**src/rtl/timed_decoder_if.sv**
```systemverilog
// Handshake and output bundle for timed_decoder: index/mode/clear in, held select out.
interface timed_decoder_if #(
    parameter int NUM_WIRE = 4
) ();
    localparam int AW = $clog2(NUM_WIRE);

    logic [AW-1:0]       a_i;
    logic                a_valid_i;
    logic                a_ready_o;
    logic                mode_i;
    logic                clear_i;
    logic [NUM_WIRE-1:0] d_o;
    logic                busy_o;
    logic                err_o;

    modport master (
        output a_i, a_valid_i, mode_i, clear_i,
        input  a_ready_o, d_o, busy_o, err_o
    );

    modport slave (
        input  a_i, a_valid_i, mode_i, clear_i,
        output a_ready_o, d_o, busy_o, err_o
    );
endinterface

```
**src/rtl/timed_decoder.sv**
```systemverilog
// Registered one-hot/accumulating decoder holding each accepted index for HOLD_CYCLES cycles.
// d_o updates one cycle after transfer; a_ready_o is low while holding, during clear and reset.
module timed_decoder #(
    parameter int NUM_WIRE    = 4,
    parameter int HOLD_CYCLES = 1
) (
    input  logic             clk_i,
    input  logic             rst_i,
    timed_decoder_if.slave   bus
);
    localparam int AW = $clog2(NUM_WIRE);
    localparam int CW = $clog2(HOLD_CYCLES + 1);
    localparam logic [AW:0]     NW_L     = (AW + 1)'(NUM_WIRE);
    localparam logic [CW-1:0]   CNT_LOAD = CW'(HOLD_CYCLES - 1);

    typedef enum logic {
        IDLE = 1'b0,
        HOLD = 1'b1
    } state_t;

    state_t              state_q, state_d;
    logic [CW-1:0]       cnt_q, cnt_d;
    logic [NUM_WIRE-1:0] d_q, d_d;
    logic                mode_q, mode_d;
    logic                err_q, err_d;

    logic                transfer;
    logic                in_range;
    logic [NUM_WIRE-1:0] onehot;

    assign bus.a_ready_o = (state_q == IDLE) & ~bus.clear_i & ~rst_i;
    assign transfer      = bus.a_valid_i & bus.a_ready_o;
    assign in_range      = ({1'b0, bus.a_i} < NW_L);
    assign onehot        = {{(NUM_WIRE-1){1'b0}}, 1'b1} << bus.a_i;

    always_comb begin
        state_d = state_q;
        cnt_d   = cnt_q;
        d_d     = d_q;
        mode_d  = mode_q;
        err_d   = 1'b0;

        // clear wins over both a pending transfer and an ongoing hold
        if (bus.clear_i) begin
            state_d = IDLE;
            cnt_d   = '0;
            d_d     = '0;
        end else begin
            case (state_q)
                IDLE: begin
                    if (transfer) begin
                        if (in_range) begin
                            mode_d  = bus.mode_i;
                            d_d     = bus.mode_i ? (d_q | onehot) : onehot;
                            cnt_d   = CNT_LOAD;
                            state_d = HOLD;
                        end else begin
                            err_d = 1'b1;
                        end
                    end
                end
                HOLD: begin
                    if (cnt_q != '0) begin
                        cnt_d = cnt_q - CW'(1);
                    end else begin
                        state_d = IDLE;
                        if (!mode_q) begin
                            d_d = '0;
                        end
                    end
                end
                default: begin
                    state_d = IDLE;
                end
            endcase
        end
    end

    always_ff @(posedge clk_i) begin
        if (rst_i) begin
            state_q <= IDLE;
            cnt_q   <= '0;
            d_q     <= '0;
            mode_q  <= 1'b0;
            err_q   <= 1'b0;
        end else begin
            state_q <= state_d;
            cnt_q   <= cnt_d;
            d_q     <= d_d;
            mode_q  <= mode_d;
            err_q   <= err_d;
        end
    end

    assign bus.d_o    = d_q;
    assign bus.busy_o = (state_q == HOLD);
    assign bus.err_o  = err_q;
endmodule

```
**src/flat_wrapper.sv**
```systemverilog
// flat-port wrapper written by rule: the top's interface ports become plain ports
module timed_decoder_flat 
#(
    parameter int NUM_WIRE    = 4,
    parameter int HOLD_CYCLES = 1
)
  (clk_i, rst_i, bus_a_i, bus_a_valid_i, bus_mode_i, bus_clear_i, bus_a_ready_o, bus_d_o, bus_busy_o, bus_err_o);
  timed_decoder_if #(.NUM_WIRE(NUM_WIRE)) bus_i ();
  input  logic clk_i;
  input  logic rst_i;
  input wire logic [$bits(bus_i.a_i)-1:0] bus_a_i;
  input wire logic [$bits(bus_i.a_valid_i)-1:0] bus_a_valid_i;
  input wire logic [$bits(bus_i.mode_i)-1:0] bus_mode_i;
  input wire logic [$bits(bus_i.clear_i)-1:0] bus_clear_i;
  output wire logic [$bits(bus_i.a_ready_o)-1:0] bus_a_ready_o;
  output wire logic [$bits(bus_i.d_o)-1:0] bus_d_o;
  output wire logic [$bits(bus_i.busy_o)-1:0] bus_busy_o;
  output wire logic [$bits(bus_i.err_o)-1:0] bus_err_o;
  assign bus_i.a_i = bus_a_i;
  assign bus_i.a_valid_i = bus_a_valid_i;
  assign bus_i.mode_i = bus_mode_i;
  assign bus_i.clear_i = bus_clear_i;
  assign bus_a_ready_o = bus_i.a_ready_o;
  assign bus_d_o = bus_i.d_o;
  assign bus_busy_o = bus_i.busy_o;
  assign bus_err_o = bus_i.err_o;
  timed_decoder #(.NUM_WIRE(NUM_WIRE), .HOLD_CYCLES(HOLD_CYCLES)) u_core (.clk_i(clk_i), .rst_i(rst_i), .bus(bus_i));
endmodule
```
**config.mk**
```make
export PLATFORM = sky130hd
export DESIGN_NAME = timed_decoder_flat
export DESIGN_NICKNAME = d
export VERILOG_FILES = /design/src/rtl/timed_decoder_if.sv /design/src/rtl/timed_decoder.sv /design/src/flat_wrapper.sv
export SDC_FILE = /design/constraint.sdc
export NUM_CORES = 1
export LEC_CHECK = 0
export BUFFER_PORTS_ARGS = -buffer_cell sky130_fd_sc_hd__buf_2
export CAP_MARGIN = 20
export CELL_PAD_IN_SITES_DETAIL_PLACEMENT = 1
export CELL_PAD_IN_SITES_GLOBAL_PLACEMENT = 2
export CORE_AREA = 4 4 41 43
export DETAILED_ROUTE_END_ITERATION = 6
export DIE_AREA = 0 0 45 47
export GPL_TIMING_DRIVEN = 0
export HOLD_SLACK_MARGIN = 0.1
export PLACE_DENSITY = 0.68
export SLEW_MARGIN = 20
export SYNTH_ARGS = -nofsm -noshare
export SYNTH_HDL_FRONTEND = slang
export SYNTH_SLANG_ARGS = --single-unit
```
**constraint.sdc**
```tcl
create_clock -name clk_i -period 2.5 [get_ports clk_i]
set_clock_uncertainty 0.1 [all_clocks]
set_input_delay 0.5 -clock clk_i [delete_from_list [all_inputs] [get_ports clk_i]]
set_output_delay 0.5 -clock clk_i [all_outputs]
set_load 0.005 [all_outputs]
```
==> summary.md <==
| Metric | Value |
|---|---|
| Outcome | finished, final reports clean |
| # hold bufs at CTS | 0 |
| Iter 0 DRT Violations | 0 |
| Largest net degree at the start of global routing | 6 |
| Met3 Usage GRT | roughly 2.7% |
| Min cycle time layout | 1630 ps |
| Die H | 47 um |
| R2R setup slack | 880 ps |
| Antenna Diode Count | 0 |
| # DRC | 0 |
| First-pass GRT wire length | ~1100 um |
| Fmax achieved | 0.614 GHz |
| Die ar. | 0.00212 mm2 |
| Slew @ Worst Pin | a little over 800 ps |
| Die X | 45 um |
| CP Capture Type | flip-flop |
| Synthesized flop and latch total | 6 |
| Final ANT Viol Nets | 0 |
| Crit path setup slack, layout | 871 ps |
| Commonest non-fill, non-tap cell in the layout | buf_2 |
| PD cells | 610 mW/mm2 |
| Cts bufs inserted | 3 |
| Worst-path fanout max | 4 |
| Post-CTS Setup Bufs | 0 |
| R2R Path End | u_core.bus.d_o[2] |
| Max H-tree Level | 1 |
| Most common cell in the netlist | dfxtp_1 |
| GRT Total Usage | 7.91% |
| Top FF cell, synth | dfxtp_1 |
| Critical Path AT | 1710 ps |
| DR vias | 221 |
| Top-area cell type share of the netlist area | 50.8% |
| Pleak | 0.000156 uW |
| Reg2reg start | u_core.bus.busy_o |
| Min-Delay Path Class | reg2reg |
| Vias in the first global route | 276 |
| Clock buffer depth | 2 |
| Pre-CTS WS | between 500 and 600 ps |
| Global placement routability congestion | 0.697 |
| Final period util | 65.1% |
| Synth area leaders | dfxtp_1, o2bb2ai_1, nor4b_2, a2111oi_1, a2bb2o_1 |
| Non-Filler Instances | 52 |
| Clk slew on worst S/H paths | 40 ps |
| Fill cell count | between 150 and 200 |
| Avg Cell Area, Syn | 10.7 um2 |
| Final net count | 46 |
| Yosys warns | 0 |
| Crit path from | bus_a_valid_i |
| Cells after DPL | roughly 50 |
| Layout cells sized above 1 | 45.9% |
| PostCTS Resize Cnt | 0 |
| Row count | 13 |
| Dominant cell type by area after synthesis | dfxtp_1 |
| Syn_nets | 29 |
| CP required | 2580 ps |
| RSZ-0062 raised after global routing | no |
| Final setup fails | 0 |
| Max Slew Vio Count | 0 |
| Initial antenna violation count | 0 |
| Critical-path cell list | buf_2 -> nor3b_1 -> a2111oi_1 -> a2bb2o_1 |
| Post-Route WL | 647 um |
| CTS Sinks | 6 |
| Max VDD drop | between 150 and 200 uV |
| Final Hold Fails | 0 |
| Global route hottest layer | met2 |
| Slew HR | 44.6% |
| Post-Synthesis Cell Area | 236 um2 |
| DR pass1 iterations | 1 |
| IO Port Bufs | 12 |
| Setup tns final | 0 ps |
| Sequential area share after synthesis | 50.8% |
| Instance count of the mapped netlist | 22 |
| End-of-flow core utilization | approximately 26% |
| Commonest non-fill, non-tap cells in the layout | buf_2, dfxtp_1, o2bb2ai_1, clkbuf_4, inv_1 |
| MaxCap Viol Count | 0 |
| Core Area | approximately 0.0013 mm2 |
| Share of flip-flops with an asynchronous set or reset | 0% |
| CTS tree | yes |
| Critical path class | in2reg |
| DR vias/cell | 4.25 |
| Synth cell types | 14 |
| Slowest-stage cell, CP | a2111oi_1 |
| GR Layer Usage met1 | under 10% |
| Num ports | 14 |
| Clk Latency, worst-skew pair | 240 ps |
| Startpoint Class | primary input |
| P&R area growth vs syn | 42.9% |
| Post-synth top cells | dfxtp_1, o2bb2ai_1, inv_1 |
| Post-synth EDFFs | 0 |
| Worst Setup EP | u_core.bus.d_o[2] |
| Cell at the root of the clock tree | clkbuf_4 |
| CP peak stage delay | between 700 and 800 ps |
| Final Cell Area | 338 um2 |
| WL/cell | 12.4 um |
| Global-route track usage on met2 | 14.7% |
| GR Overflow Total | 0 |
| Starting density of the core | 18.2% |
| Cells on worst reg2reg path | 3 |
| Area of placed instances | 315 um2 |
-- area by class of cell --
cell class	instances	area, um2	area share [%]
buffer	1	7.51	2.22
inverter	2	7.51	2.22
multi-input combinational	13	101	30.0
timing repair buffer	12	60.1	17.8
clock buffer	3	22.5	6.67
tap	15	18.8	5.56
sequential	6	120	35.6
-- sequential cells by signal, summed over array words and instances (netlist names) --
name	cells
u_core.bus.busy_o	1
u_core.bus.d_o	4
u_core.mode_q	1
-- where the power goes --
part	switching [uW]	internal, uW	total, uW
Combinational	9.75	10.5	20.2
Sequential	1.89	98.6	101
Clock	31.4	54.1	85.5
-- metal layers --
metal	routed length (um)	vias to the layer above
met1	219	101
met2	332	13
li1	-	107
met4	0	0
met3	95	0
met5	0	-
-- cells by family after synthesis --
group | share of synthesized area, %
AND/OR/NAND/NOR | 17.5
AO/OA/AOI/OAI | 19.6
multiplexers | 4.23
buffers and inverters | 6.35
other | 1.59
flip-flops | 50.8
-- worst max-delay path, delay by kind of cell --
| kind | cells | cell delay, ps |
|---|---|---|
| buf+inv | 1 | 100 |
| compound gates | 2 | 980 |
| simple gates | 1 | 130 |
-- worst min-delay path by stage --
stage               depth (start not counted)              start           endpoint
global route                                1  u_core.bus.d_o[2]  u_core.bus.d_o[2]
global placement                            1  u_core.bus.d_o[1]  u_core.bus.d_o[1]
detailed placement                          1  u_core.bus.d_o[2]  u_core.bus.d_o[2]
floorplan                                   1  u_core.bus.d_o[0]  u_core.bus.d_o[0]
CTS                                         1  u_core.bus.d_o[2]  u_core.bus.d_o[2]
finish                                      1  u_core.bus.d_o[2]  u_core.bus.d_o[2]
-- stage by stage --
step / power, uW / hold slack, ps
4_1_cts: 212 / 365
6_report: 206 / 362
3_3_place_gp: 121 / 344
5_1_grt: 217 / 377
2_1_floorplan: 111 / 356
3_5_place_dp: 123 / 353
Power figures use the tool's default switching activity.
